===== src/rtl/pixel_fetch_pkg.sv =====
// ----------------------------------------------------------------------------
// pixel_fetch_pkg
// Shared widths, state encoding and the transparency resolve helper for the
// SRAM pixel fetch path.
// ----------------------------------------------------------------------------
package pixel_fetch_pkg;

    localparam int ADDR_W = 20;
    localparam int DATA_W = 16;
    localparam int WAIT_W = 3;

    // Sprite word value that lets the background show through
    localparam logic [DATA_W-1:0] TRANSPARENT_IDX_DEF = 16'h0000;

    typedef enum logic [1:0] {
        IDLE  = 2'd0,
        BG_RD = 2'd1,
        SP_RD = 2'd2,
        OUT   = 2'd3
    } fetch_state_t;

    // Opaque sprite pixels win; otherwise the background word is shown
    function automatic logic [DATA_W-1:0] resolve_pixel(
        input logic              hit,
        input logic [DATA_W-1:0] sp_word,
        input logic [DATA_W-1:0] bg_word,
        input logic [DATA_W-1:0] transparent
    );
        return (hit && (sp_word != transparent)) ? sp_word : bg_word;
    endfunction

endpackage


===== src/rtl/sram_read_timer.sv =====
// ----------------------------------------------------------------------------
// sram_read_timer
// Wait-state counter shared by both SRAM read phases. Counts while i_run is
// high and flags o_done on the cycle the count reaches WAIT; the count then
// restarts from zero so the next read phase begins with a clean counter.
//   i_clk   : system clock
//   i_rst_n : synchronous active-low reset
//   i_run   : a read phase is in progress
//   o_done  : data may be sampled this cycle
// ----------------------------------------------------------------------------
module sram_read_timer
    import pixel_fetch_pkg::*;
#(
    parameter logic [WAIT_W-1:0] WAIT = 3'd1
) (
    input  logic i_clk,
    input  logic i_rst_n,
    input  logic i_run,
    output logic o_done
);

    logic [WAIT_W-1:0] r_count;

    assign o_done = i_run && (r_count == WAIT);

    // Wait counter: held at zero outside read phases and after each sample
    always_ff @(posedge i_clk) begin
        if (!i_rst_n) begin
            r_count <= 3'd0;
        end else if (!i_run || o_done) begin
            r_count <= 3'd0;
        end else begin
            r_count <= r_count + 3'd1;
        end
    end

endmodule


===== src/rtl/sram_pixel_fetcher.sv =====
// ----------------------------------------------------------------------------
// sram_pixel_fetcher
// Reads the background word (and the sprite word on a sprite hit) from SRAM
// for each requested pixel, resolves transparency and presents one colour
// index per pixel to the colour mapper.
//   Clk, Reset_n                 : clock, synchronous active-low reset
//   pixel_req, sprite_hit        : request strobe and sprite-hit flag
//   SPRITE_ADDR, background_ADDR : word addresses latched on accept
//   SRAM_ADDR, SRAM_CE_N/OE_N/WE_N, Data_from_SRAM : SRAM read interface
//   pixel_data, pixel_valid      : resolved colour index and its strobe
//   busy, overrun                : activity flag, sticky dropped-request flag
// All SRAM pins are registered from the next state so they are glitch free
// and line up exactly with the state they belong to.
// ----------------------------------------------------------------------------
module sram_pixel_fetcher
    import pixel_fetch_pkg::*;
#(
    parameter int unsigned       SRAM_WAIT       = 1,
    parameter logic [DATA_W-1:0] TRANSPARENT_IDX = TRANSPARENT_IDX_DEF
) (
    input  logic              Clk,
    input  logic              Reset_n,
    input  logic              pixel_req,
    input  logic              sprite_hit,
    input  logic [ADDR_W-1:0] SPRITE_ADDR,
    input  logic [ADDR_W-1:0] background_ADDR,
    output logic [ADDR_W-1:0] SRAM_ADDR,
    output logic              SRAM_CE_N,
    output logic              SRAM_OE_N,
    output logic              SRAM_WE_N,
    input  logic [DATA_W-1:0] Data_from_SRAM,
    output logic [DATA_W-1:0] pixel_data,
    output logic              pixel_valid,
    output logic              busy,
    output logic              overrun
);

    localparam logic [WAIT_W-1:0] WAIT_CYC = SRAM_WAIT[WAIT_W-1:0];

    fetch_state_t      r_state;
    fetch_state_t      w_next_state;
    logic [ADDR_W-1:0] r_sp_addr;
    logic [ADDR_W-1:0] r_bg_addr;
    logic              r_hit;
    logic [DATA_W-1:0] r_bg_word;
    logic [DATA_W-1:0] r_sp_word;
    logic [ADDR_W-1:0] r_sram_addr;
    logic              r_sram_rd_n;
    logic [DATA_W-1:0] r_pixel_data;
    logic              r_pixel_valid;
    logic              r_busy;
    logic              r_overrun;

    logic              w_accept;
    logic              w_run;
    logic              w_done;
    logic              w_next_rd;
    logic [ADDR_W-1:0] w_next_addr;
    logic [DATA_W-1:0] w_bg_now;
    logic [DATA_W-1:0] w_sp_now;
    logic [DATA_W-1:0] w_pixel;

    assign w_accept = pixel_req && ((r_state == IDLE) || (r_state == OUT));
    assign w_run    = (r_state == BG_RD) || (r_state == SP_RD);

    sram_read_timer #(.WAIT(WAIT_CYC)) u_timer (
        .i_clk   (Clk),
        .i_rst_n (Reset_n),
        .i_run   (w_run),
        .o_done  (w_done)
    );

    // Next-state decode
    always_comb begin
        w_next_state = r_state;
        case (r_state)
            IDLE:    w_next_state = w_accept ? BG_RD : IDLE;
            BG_RD:   w_next_state = w_done ? (r_hit ? SP_RD : OUT) : BG_RD;
            SP_RD:   w_next_state = w_done ? OUT : SP_RD;
            OUT:     w_next_state = w_accept ? BG_RD : IDLE;
            default: w_next_state = IDLE;
        endcase
    end

    // On accept the latch updates at the same edge, so the fresh input is used
    assign w_next_rd   = (w_next_state == BG_RD) || (w_next_state == SP_RD);
    assign w_next_addr = (w_next_state == BG_RD) ? (w_accept ? background_ADDR : r_bg_addr) :
                         (w_next_state == SP_RD) ? r_sp_addr : 20'h00000;

    // Words as they will be after this edge, so the pixel is resolved on entry to OUT
    assign w_bg_now = ((r_state == BG_RD) && w_done) ? Data_from_SRAM : r_bg_word;
    assign w_sp_now = ((r_state == SP_RD) && w_done) ? Data_from_SRAM : r_sp_word;
    assign w_pixel  = resolve_pixel(r_hit, w_sp_now, w_bg_now, TRANSPARENT_IDX);

    // State, request latches, captured words and registered outputs
    always_ff @(posedge Clk) begin
        if (!Reset_n) begin
            r_state       <= IDLE;
            r_sp_addr     <= 20'h00000;
            r_bg_addr     <= 20'h00000;
            r_hit         <= 1'b0;
            r_bg_word     <= 16'h0000;
            r_sp_word     <= 16'h0000;
            r_sram_addr   <= 20'h00000;
            r_sram_rd_n   <= 1'b1;
            r_pixel_data  <= 16'h0000;
            r_pixel_valid <= 1'b0;
            r_busy        <= 1'b0;
            r_overrun     <= 1'b0;
        end else begin
            r_state <= w_next_state;
            if (w_accept) begin
                r_sp_addr <= SPRITE_ADDR;
                r_bg_addr <= background_ADDR;
                r_hit     <= sprite_hit;
            end
            if ((r_state == BG_RD) && w_done) begin
                r_bg_word <= Data_from_SRAM;
            end
            if ((r_state == SP_RD) && w_done) begin
                r_sp_word <= Data_from_SRAM;
            end
            // A request arriving mid-read is lost; remember that it happened
            if (pixel_req && w_run) begin
                r_overrun <= 1'b1;
            end
            if (w_next_state == OUT) begin
                r_pixel_data <= w_pixel;
            end
            r_sram_addr   <= w_next_addr;
            r_sram_rd_n   <= !w_next_rd;
            r_pixel_valid <= (w_next_state == OUT);
            r_busy        <= (w_next_state != IDLE);
        end
    end

    assign SRAM_ADDR   = r_sram_addr;
    assign SRAM_CE_N   = r_sram_rd_n;
    assign SRAM_OE_N   = r_sram_rd_n;
    assign SRAM_WE_N   = 1'b1;
    assign pixel_data  = r_pixel_data;
    assign pixel_valid = r_pixel_valid;
    assign busy        = r_busy;
    assign overrun     = r_overrun;

endmodule


===== config.mk =====
export PLATFORM = sky130hd
export DESIGN_NAME = sram_pixel_fetcher
export DESIGN_NICKNAME = d
export VERILOG_FILES = /design/src/rtl/pixel_fetch_pkg.sv /design/src/rtl/sram_read_timer.sv /design/src/rtl/sram_pixel_fetcher.sv
export SDC_FILE = /design/constraint.sdc
export NUM_CORES = 1
export LEC_CHECK = 0
export BUFFER_PORTS_ARGS = -buffer_cell sky130_fd_sc_hd__buf_4
export CAP_MARGIN = 10
export CORE_MARGIN = 5
export CORE_UTILIZATION = 45
export DETAILED_ROUTE_END_ITERATION = 10
export GPL_ROUTABILITY_DRIVEN = 0
export PLACE_DENSITY = 0.65
export SYNTH_ARGS = -nofsm -noshare
export SYNTH_HDL_FRONTEND = slang
export SYNTH_HIERARCHICAL = 1
export SYNTH_SLANG_ARGS = --single-unit

===== constraint.sdc =====
create_clock -name Clk -period 5.86 [get_ports Clk]
set_input_delay 0.879 -clock Clk [delete_from_list [all_inputs] [get_ports Clk]]
set_output_delay 0.879 -clock Clk [all_outputs]
set_load 0.02 [all_outputs]

### Yosys cells after proc, flatten, opt, wreduce, memory -nomap -nowiden

Cells that the tools add are included.

* add/sub/neg operators: 1
* multipliers: 0
* divide/modulo/power cells: 0
* $lt $le $gt $ge: 0
* eq/ne operators: 7
* shifts and indexed selects: 0
* muxes and demuxes: 11
* bitwise operators: 1
* reductions and logical operators: 17

Operators with widths (number)
* 20-bit two-way mux: 3
* 16-bit two-way mux: 3
* 16-bit nonzero test: 1
* 2-bit == test, second input constant: 4
* 1-bit logical AND: 6
* 2-bit one-hot mux with 3 select lines: 1
* 2-bit by 1-bit == test with 1-bit output, second input constant: 2
* 1-bit logical OR: 4
* 2-bit OR reduction: 2
* 3-bit by 1-bit adder with 3-bit output, second input constant: 1
* 3-bit by 1-bit == test with 1-bit output, second input constant: 1
* 1-bit two-way mux: 3
* 1-bit logical NOT: 2
* 2-bit logical NOT: 1
* 2-bit two-way mux: 1
* 2-bit nonzero test: 1
* 1-bit inverter: 1

* register bits: 118
* latch bits: 0
* memory bits (writable): 0
* memory bits (read-only): 0
* output and inout bits: 42
* logic and storage cells: 50
* memories kept: 0

### Longest topological paths before layout

Gate-level depths: netlist of the first run.

* depth in word-level cells: 8
* mapped depth: 13

### Cells and area by module

The synthesis of the first run kept the hierarchy.

Modules (own cells, without submodules)
* sram_pixel_fetcher: instances 1, cells each 478, area an instance 4672.0 um2
* sram_read_timer: instances 1, cells each 14, area an instance 138.9 um2

### Worst setup path after synthesis of the first run

Ideal clock, no wire load.

* path kind: input-to-reg
* start: input port pixel_req
* end: register r_pixel_data[10], in the netlist pixel_data[10]
* setup time: 0.087 ns
* arrival time: 2.699 ns
* data required time: 5.773 ns
* slack: 3.074 ns
* stages: 11
* path buffers: 3
* cell sequence: and2_1 -> buf_4 -> buf_6 -> a211oi_1 -> a31oi_1 -> ha_1 -> and2_1 -> nand2_2 -> buf_2 -> a2bb2oi_1 -> a221oi_2

* longest elaborated chain between the ends: 4

Ends and longest elaborated chain
* start: declaration: line sram_pixel_fetcher.sv:23 `input logic pixel_req,`
* 1-bit logical AND: line sram_pixel_fetcher.sv:63 `assign w_accept = pixel_req && ((r_state == IDLE) || (r_state == OUT));`
* 1-bit two-way mux: line sram_pixel_fetcher.sv:77, sram_pixel_fetcher.sv:80
* 2-bit one-hot mux with 3 select lines: line sram_pixel_fetcher.sv:76 `case (r_state)`
* net w_next_state[0]: line sram_pixel_fetcher.sv:41 `fetch_state_t w_next_state;`
* 2-bit == test: line sram_pixel_fetcher.sv:127 `if (w_next_state == OUT) begin`
* end signal: assignment: line sram_pixel_fetcher.sv:128 `r_pixel_data <= w_pixel;`
* end: declaration: line sram_pixel_fetcher.sv:49 `logic [DATA_W-1:0] r_pixel_data;`

The timed path passes the listed nets, and every way through them passes these cells.
A chain may end at the register's enable or synchronous reset.

### Final worst setup path of the first run

* start: register r_state[0]
* end: register r_pixel_data[5], in the netlist pixel_data[5]

RTL lines
* start: declaration: line sram_pixel_fetcher.sv:40 `fetch_state_t r_state;`
* start signal: assignment: line sram_pixel_fetcher.sv:111 `r_state <= w_next_state;`
* 2-bit == test, or another cell as far along: line sram_pixel_fetcher.sv:63, sram_pixel_fetcher.sv:76
* 1-bit logical OR (on tied branches): line sram_pixel_fetcher.sv:63, sram_pixel_fetcher.sv:64
* 1-bit logical AND (on tied branches): line sram_pixel_fetcher.sv:63, sram_read_timer.sv:24
* 1-bit two-way mux, or another cell as far along: line sram_pixel_fetcher.sv:77, sram_pixel_fetcher.sv:80
* 2-bit one-hot mux with 3 select lines (*): line sram_pixel_fetcher.sv:76
* net w_next_state[0]: line sram_pixel_fetcher.sv:41
* 2-bit == test (*): line sram_pixel_fetcher.sv:127

The timed path passes the listed nets; every way through them passes the cells marked *.

==> impl_metrics.toml, run 1 <==
[min_path]
hold_end = "r_sp_addr[11]"
hp-class = "reg2reg"
hold_path.startpoint = "r_sp_addr[11]"
whs_path_depth = 2

[global_route]
grt_pass1_vias = 3836
grt-ovfl-total = 0
grt_max_degree = 97
grtUsageTotal_pct = 18.8
antenna_found_initial = 0
grt_first_pass_wirelength_microns = 19200

[yosys]
yosys_register_bits = 118
synth_cell_types = 38
yosys_warnings = 6
syn_area_per_cell_sq_um = 9.78
postSynthCellCount = 492
synth_top_area_share_pct = 49.1
synth.cell_area_sq_um = 4810
ys_seq_area_share_pct = 49.1
synth_top_flop_cell = "dfxtp_1"
async_flop_share_pct = 0
synth_edf_count = 0
ys_top_cells_by_area = "dfxtp_1, mux2i_1, nor2_1"
synth_top_area_cell = "dfxtp_1"
syn_nets = 561

[sta]
finClkSkew_ns = 0.0109
worst_pin_slew_ns = 1.17
maxSlewHeadroom_pct = 22.1
fin_crit_sh_pct = 62.2
fin_setup_tns_ns = 0
hold_viol = 0
fin_crit_ns = 3.64
drv_slew = 0
holdWs_ns = 0.454
setup_viol = 0
timing.fmax_mhz = 275
grt_setup_unrepaired = "false"

[floorplan]
core_sq_um = 10400
num_rows = 37
dieArea_sq_um = 12900
die_w_microns = 113
die_y_microns = 113
ios = 102
start_util_pct = 46.4

[cts]
cts_tree = "yes"
clockBufferDepth = 2
clk_pin_slew_ns = 0.05
clk-insertion-delay-late_ns = 0.51
postCtsSetupRepairBufs = 0
cts_made_buffers = 17
cts-root-buf = "clkbuf_8"
postCtsResizedCells = 0
cts_sinks = 118
h-tree-depth = 4
cts.hold.buffers_added = 0

[worst_setup_path]
startpoint_type = "register"
crit_arrival_ns = 4.00
r2r-start = "r_state[0]"
worstPathRequired_ns = 6.22
worstSetupPathType = "reg2reg"
rrSetupSlack_ns = 2.22
worst_r2r_endpoint = "pixel_data[5]"
path_max_fanout = 42
end_kind = "register"
reg2regPathDepth = 10

[status]
outcome = "finished, final reports clean"

[layout]
drive_gt1_share_pct = 28.1
design_area_sq_um = 6090
diodes = 0
areaGrowthSynthToFinish_pct = 26.6
fin_nets = 646

[detailed_routing]
ant_nets = 0
wl_per_cell_microns = 16.1
drc = 0
wirelength_microns = 11700
vias = 3772
drtPass1Iterations = 5
dr.first_iter.drc_count = 121
viasPerCell = 5.21

[power]
peakVddDrop_uv = 197
power_density_nw_per_um2 = 325
leakage_nw = 2.73

[run]
drv_cap = 0

[placed_design]
dp_hpwl_microns = 7730
place_area_sq_um = 5550
portBuffers = 100
## logic make-up (layout without fill, tap and decap cells)
| kind of cell | count (synthesis) | count (layout) | synth area share, % |
|---|---|---|---|
| AO/OA/AOI/OAI | 106 | 106 | 16.7 |
| adder cells (fa/ha/maj) | 9 | 9 | 2.34 |
| buffers and inverters | 44 | 140 | 4.71 |
| flip-flops | 118 | 118 | 49.1 |
| multiplexers | 65 | 65 | 13.8 |
| other | 1 | 1 | 0.0779 |
| AND/OR/NAND/NOR | 149 | 149 | 13.3 |
## how the worst max path moves through the flow
| stage | to | from | depth (start not counted) |
|---|---|---|---|
| 2_1_floorplan | pixel_data[10] | pixel_req | 11 |
| 3_3_place_gp | SRAM_ADDR[7] | pixel_req | 7 |
| 3_5_place_dp | pixel_data[3] | pixel_req | 9 |
| 4_1_cts | pixel_data[5] | r_state[0] | 10 |
| 5_1_grt | pixel_data[4] | r_state[0] | 10 |
| 6_report | pixel_data[5] | r_state[0] | 10 |
## cell usage in the layout (no fill, tap or decap), types with 2 or more instances in the layout
cell | netlist | layout
nor2_1 | 67 | 67
a221oi_2 | 11 | 11
nand2_1 | 57 | 57
clkbuf_8 | 0 | 4
ha_1 | 9 | 9
clkinv_2 | 0 | 5
inv_2 | 2 | 2
dfxtp_1 | 118 | 118
nand2b_1 | 2 | 2
o21ai_0 | 16 | 16
nand2_2 | 2 | 2
a21oi_1 | 30 | 30
a221oi_1 | 5 | 5
mux2_2 | 12 | 12
nor4_1 | 7 | 7
mux2i_1 | 53 | 53
inv_1 | 6 | 6
and2_1 | 4 | 3
a2bb2oi_1 | 16 | 16
nor3_1 | 2 | 2
clkinvlp_4 | 0 | 2
buf_4 | 5 | 102
a211oi_1 | 9 | 9
clkbuf_16 | 0 | 16
o21a_1 | 16 | 16
## critical path, stage by stage, from the launching register on
cell	delay [ns]
dfxtp_1	0.36
inv_1	0.06
ha_1	0.30
and2_2	0.81
a211oi_1	0.10
a31oi_1	0.35
ha_1	0.51
buf_4	0.37
nor2_2	0.21
a2bb2oi_1	0.27
a221oi_2	0.10
## layer usage
metal	global-route usage, %	routed length [microns]	vias up
met1	24.1	5270	1782
met5	0	0	-
met2	30.2	5630	90
met3	6.58	675	7
met4	5.37	78	0
li1	-	-	1893
## stage by stage
step | utilization, % | cells | worst slack (ns) | total power, mW
after floorplan | - | 492 | 3.07 | 0.983
after global placement | 53.5 | 694 | 2.05 | 1.06
after detailed placement | 53.5 | 694 | 2.00 | 1.06
after CTS | 58.7 | 724 | 2.17 | 1.99
after global routing | 58.7 | 724 | 1.90 | 2.06
final | 58.7 | 724 | 2.22 | 1.98
## cells in the mapped netlist, types with 2 or more instances
library cell / number
dfxtp_1: 118
nor2_1: 67
nand2_1: 57
mux2i_1: 53
a21oi_1: 30
a2bb2oi_1: 16
clkbuf_1: 16
o21a_1: 16
o21ai_0: 16
mux2_2: 12
a221oi_2: 11
a211oi_1: 9
ha_1: 9
buf_2: 7
nor4_1: 7
inv_1: 6
a221oi_1: 5
buf_4: 5
and2_1: 4
buf_1: 4
buf_6: 3
inv_2: 2
nand2_2: 2
nand2b_1: 2
nor3_1: 2
## cell type report
class,instances,area [sq um]
multi-input cells,330,2220
well taps,136,170
repair buffers,102,766
clock inverters,9,78.8
clock buffers,21,459
fillers,932,4280
inverters,8,30.0
flip-flops and latches,118,2360
## sequential cells by signal (all words and copies together), names as in the netlist
register         count
r_state              2
r_bg_addr           20
overrun              1
SRAM_CE_N            1
pixel_valid          1
busy                 1
r_sp_addr           20
r_hit                1
r_bg_word           16
u_timer/r_count      3
r_sp_word           16
pixel_data          16
SRAM_ADDR           20
## power by group
group	internal, mW	switching (mW)	leakage (nW)
logic	0.0843	0.105	1.51
clock network	0.586	0.350	0.265
registers	0.838	0.0154	0.961
total	1.51	0.470	2.73
No activity file was read; power rests on OpenSTA's default activity.
==> run 2: changes to the inputs <==
==> constraint.sdc (replaced) <==
create_clock -name Clk -period 3.73 [get_ports Clk]
set_input_delay 0.5595 -clock Clk [delete_from_list [all_inputs] [get_ports Clk]]
set_output_delay 0.5595 -clock Clk [all_outputs]
set_load 0.02 [all_outputs]
==> impl_metrics.toml, run 2 (same netlist as run 1, synthesis figures left out) <==
[sta]
fin_crit_sh_pct = 82.0
fin_crit_ns = 3.06
timing.fmax_mhz = 327
drv_slew = 0
finClkSkew_ns = 0.00696
setup_viol = 0
hold_viol = 0
grt_setup_unrepaired = "false"
maxSlewHeadroom_pct = 35.1
fin_setup_tns_ns = 0
holdWs_ns = 0.285
worst_pin_slew_ns = 0.973

[placed_design]
dp_hpwl_microns = 7690
portBuffers = 100

[worst_setup_path]
worstPathRequired_ns = 4.14
critPathSlowestCell = "nor2_2"
worstSetupPathType = "reg2reg"
cpPeakStageDelay_ns = 0.59
crit_arrival_ns = 3.47
cpLargestDelayFamily = "compound AO/OA/AOI/OAI gates"
startpoint_type = "register"
end_kind = "register"
path_cells = "inv_1, ha_1, inv_1, and2_1, a211oi_1, a31oi_1, ha_1, buf_4, nor2_2, a2bb2oi_1, a221oi_1"
path_buf_inv = 3
path_max_fanout = 16

[detailed_routing]
dr.first_iter.drc_count = 178
wl_per_cell_microns = 15.9
wirelength_microns = 11600
vias = 3817
ant_nets = 0
drtPass1Iterations = 4
viasPerCell = 5.24
drc = 0

[power]
leakage_nw = 2.78
peakVddDrop_uv = 310
power_density_nw_per_um2 = 536

[floorplan]
core_sq_um = 10400
die_w_microns = 113
num_rows = 37
dieArea_sq_um = 12900
start_util_pct = 46.4
die_y_microns = 113
ios = 102

[global_route]
grt_first_pass_wirelength_microns = 19100
grt_pass1_vias = 3866
grt_busiest_layer = "met2"
use_met1_pct = 22.7
grt_use_met3_pct = 7.90
grt-ovfl-total = 0
antenna_found_initial = 0
grt_max_degree = 97
grt.met2_usage_pct = 30.4
grtUsageTotal_pct = 19.0

[layout]
diodes = 0
areaGrowthSynthToFinish_pct = 28.8
final_common_cell = "dfxtp_1"
fin_nets = 649
drive_gt1_share_pct = 28.7
layout_common_cells = "dfxtp_1, buf_4, nor2_1"

[cts]
cts.hold.buffers_added = 0
clockBufferDepth = 2
cts_tree = "yes"
clk-insertion-delay-late_ns = 0.52
h-tree-depth = 4
clk_pin_slew_ns = 0.06
postCtsResizedCells = 0
cts_sinks = 118
postCtsSetupRepairBufs = 0
cts_made_buffers = 17
cts-root-buf = "clkbuf_8"

[run]
drv_cap = 0

[status]
outcome = "finished, final reports clean"

[min_path]
hp-class = "in2reg"
[run 2: changes by cell type in the layout (fill, tap and decap cells not counted), sizes merged]
cell / previous run / this run
buf: 102 / 105
bufinv: 1 / 4
clkbuf: 21 / 20
[run 2: worst reg2reg max path, cell delays in order (launching register included)]
cell and delay, ns:
dfxtp_1 0.36, inv_1 0.06, ha_1 0.30, inv_1 0.07, and2_1 0.23, a211oi_1 0.29, a31oi_1 0.12, ha_1 0.24
buf_4 0.18, nor2_2 0.59, a2bb2oi_1 0.18, a221oi_1 0.33
[run 2: per-stage QoR]
stage	power (mW)	std cells	setup WS, ns	util, %	area (sq um)
floorplan	1.54	492	1.15	-	4810
global placement	1.66	697	0.898	53.8	5570
detailed placement	1.67	697	0.757	53.8	5570
CTS	3.36	729	0.671	59.7	6200
global route	3.46	729	0.404	59.7	6200
finish	3.32	729	0.672	59.7	6200
[run 2: routing by layer]
| metal | vias to the layer above | part of all wire (%) |
|---|---|---|
| met2 | 88 | 48 |
| met4 | 0 | 1.5 |
| met1 | 1818 | 43 |
| met5 | - | 0 |
| li1 | 1893 | - |
| met3 | 18 | 7.1 |
[run 2: final cells by class]
class / count / area [sq um]
clock inverter: 12 / 176
fill: 912 / 4170
timing repair buffer: 105 / 788
tap: 136 / 170
multi-input combinational: 330 / 2220
inverter: 8 / 30.0
sequential: 118 / 2360
clock buffer: 20 / 445
[run 2: where the power goes]
part	switching (mW)	total [mW]	internal, mW
combinational	0.166	0.299	0.133
clock	0.567	1.68	1.12
sequential	0.0225	1.34	1.32
[run 2: final timing paths]
check,cells past startpoint,endpoint,from,slack [ns]
worst min register to register,2,r_sp_addr[3],r_sp_addr[3],0.45
worst max-delay path,11,pixel_data[3],r_state[0],0.67
worst min-delay path,3,r_sp_addr[7],SPRITE_ADDR[7],0.29
worst max register to register,11,pixel_data[3],r_state[0],0.67
==> run 3: changes to the inputs <==
--- a/config.mk
+++ b/config.mk
@@ -5,6 +5,7 @@
 export SDC_FILE = /design/constraint.sdc
 export NUM_CORES = 1
 export LEC_CHECK = 0
+export ABC_AREA = 1
 export BUFFER_PORTS_ARGS = -buffer_cell sky130_fd_sc_hd__buf_4
 export CAP_MARGIN = 10
 export CORE_MARGIN = 5
==> constraint.sdc (replaced) <==
create_clock -name Clk -period 3 [get_ports Clk]
set_input_delay 0.45 -clock Clk [delete_from_list [all_inputs] [get_ports Clk]]
set_output_delay 0.45 -clock Clk [all_outputs]
set_load 0.02 [all_outputs]
==> impl_metrics.toml, run 3 <==
[worst_setup_path]
startpoint_type = "register"
path_max_fanout = 20
critPathSlowestCell = "dfxtp_1"
cpPeakStageDelay_ns = 0.37
crit_top_cell = "inv_1"
worstSetupPathType = "reg2reg"
cpLargestDelayFamily = "compound AO/OA/AOI/OAI gates"
path_cells = "inv_1, ha_1, inv_1, inv_1, nor2_1, buf_12, nand2_8, a32oi_1, inv_1, ha_2, a21oi_1, a211o_1, inv_1"
worstPathRequired_ns = 3.41
path_buf_inv = 6
crit_arrival_ns = 3.14
end_kind = "register"

[floorplan]
num_rows = 38
dieArea_sq_um = 13100
die_y_microns = 115
start_util_pct = 45.6
core_sq_um = 10800
ios = 102
die_w_microns = 115

[sta]
maxSlewHeadroom_pct = 47.3
drv_slew = 0
fin_crit_ns = 2.73
timing.fmax_mhz = 366
fin_crit_sh_pct = 91.2
grt_setup_unrepaired = "false"
setup_viol = 0
worst_pin_slew_ns = 0.789
finClkSkew_ns = 0.0132
fin_setup_tns_ns = 0
hold_viol = 0

[cts]
cts_tree = "yes"
clk-insertion-delay-late_ns = 0.51
postCtsSetupRepairBufs = 0
cts-root-buf = "clkbuf_8"
clockBufferDepth = 2
cts_made_buffers = 17
h-tree-depth = 4
postCtsResizedCells = 0
cts_sinks = 118
clk_pin_slew_ns = 0.06
cts.hold.buffers_added = 0

[power]
peakVddDrop_uv = 451
power_density_nw_per_um2 = 657
leakage_nw = 3.11
power_mw = 4.17

[global_route]
grt-ovfl-total = 0
grt_pass1_vias = 3987
grt_first_pass_wirelength_microns = 19300
grt_max_degree = 43
antenna_found_initial = 0
grtUsageTotal_pct = 18.5

[yosys]
postSynthCellCount = 578
synth_commonest_cells = "dfxtp_1, nor2_1, nand2_1"
synth_simple_gate_area_share_pct = 23.5
synth_compound_area_share_pct = 10.7
synth_top_area_share_pct = 48.0
synth_top_family_by_area = "simple AND/OR/NAND/NOR gates"
yosys_warnings = 6
async_flop_share_pct = 0
yosys_register_bits = 118
synth.cell_area_sq_um = 4920
synth_fa_ha_area_share_pct = 2.29
synth_top_area_cell = "dfxtp_1"
ys_seq_area_share_pct = 48.0
ys_top_cells_by_area = "dfxtp_1, nor2_1, mux2i_1"
synthXorXnorAreaFrac_pct = 0
synth_edf_count = 0
synth_mux_area_share_pct = 7.12
syn_nets = 647
synth_top_flop_cell = "dfxtp_1"
syn_area_per_cell_sq_um = 8.52
yosysMostFrequentCell = "dfxtp_1"
synth_cell_types = 26

[min_path]
hp-class = "in2reg"

[detailed_routing]
viasPerCell = 4.87
wirelength_microns = 11800
dr_wl_met2_microns = 5650
vias = 3992
dr_wl_met3_microns = 692
dr.first_iter.drc_count = 148
ant_nets = 0
drtPass1Iterations = 5
drc = 0
drt-met1-wl_microns = 5340
top_layer_used = "met4"
wl_per_cell_microns = 14.3

[run]
drv_cap = 0

[layout]
final_common_cell = "dfxtp_1"
drive_gt1_share_pct = 29.7
fin_nets = 735
layout_common_cells = "dfxtp_1, nor2_1, buf_4"
diodes = 0
areaGrowthSynthToFinish_pct = 28.9
design_area_sq_um = 6350

[placed_design]
portBuffers = 100
place_area_sq_um = 5740
dp_hpwl_microns = 7680

[status]
outcome = "finished, final reports clean"
-- run 3: cell count changes after synthesis, moves of 11 or more --
cell and delta:
mux2i_1 -18, nand3_1 +26, nand2_2 +19, o21a_1 -16, a2bb2oi_1 -16, nand3_2 +20, nor2_1 +43, mux2_2 -12
a221oi_2 -11, a211o_1 +20, inv_1 +46
-- run 3: path summary, 6_finish.rpt --
kind / from / endpoint / slack [ns] / depth (start not counted)
max reg2reg: r_state[0] / SRAM_ADDR[5] / 0.27 / 13
min: SPRITE_ADDR[18] / r_sp_addr[18] / 0.20 / 3
min reg2reg: u_timer/r_count[0] / u_timer/r_count[0] / 0.46 / 1
max: r_state[0] / SRAM_ADDR[5] / 0.27 / 13
-- run 3: layout make-up --
cell class              count  area, sq um
repair buffers            108          848
inverters                  53          199
fillers                   945         4440
clock buffers              17          414
multi-input cells         368         2160
clock inverters            15          194
well taps                 140          175
flip-flops and latches    118         2360
-- run 3: where the power goes --
group	switching (mW)	leakage, nW	internal [mW]
Sequential	0.0365	0.964	1.65
Combinational	0.241	1.85	0.187
Clock	0.774	0.300	1.29
-- run 3: routing by layer --
layer | global-route usage [%] | vias up
met5 | 0 | -
met4 | 4.51 | 0
li1 | - | 2034
met3 | 6.08 | 4
met2 | 30.1 | 101
met1 | 23.6 | 1853
-- run 3: worst register-to-register path: stages (launching register included) --
cell and delay, ns:
dfxtp_1 0.37, inv_1 0.06, ha_1 0.31, inv_1 0.09, inv_1 0.04, nor2_1 0.18, buf_12 0.19, nand2_8 0.13
a32oi_1 0.38, inv_1 0.14, ha_2 0.35, a21oi_1 0.24, a211o_1 0.13, inv_1 0.03
-- run 3: through the flow --
stage | hold slack [ns] | setup slack, ns | std cells | util (%)
floorplan | 0.421 | 0.485 | 578 | -
global placement | 0.432 | 0.245 | 787 | 53.2
detailed placement | 0.445 | 0.0746 | 787 | 53.2
CTS | 0.174 | 0.0311 | 819 | 58.8
global route | 0.181 | 0.0146 | 819 | 58.8
finish | 0.196 | 0.265 | 819 | 58.8
-- run 3: logic make-up (layout without fill, tap and decap cells) --
logic type,count (synthesis),in the layout
and+or+nand+nor,241,241
DFF,118,118
buffers and inverters,92,193
AOI/OAI and AO/OA,82,82
muxes,35,35
adders and majority gates,9,9
other,1,1
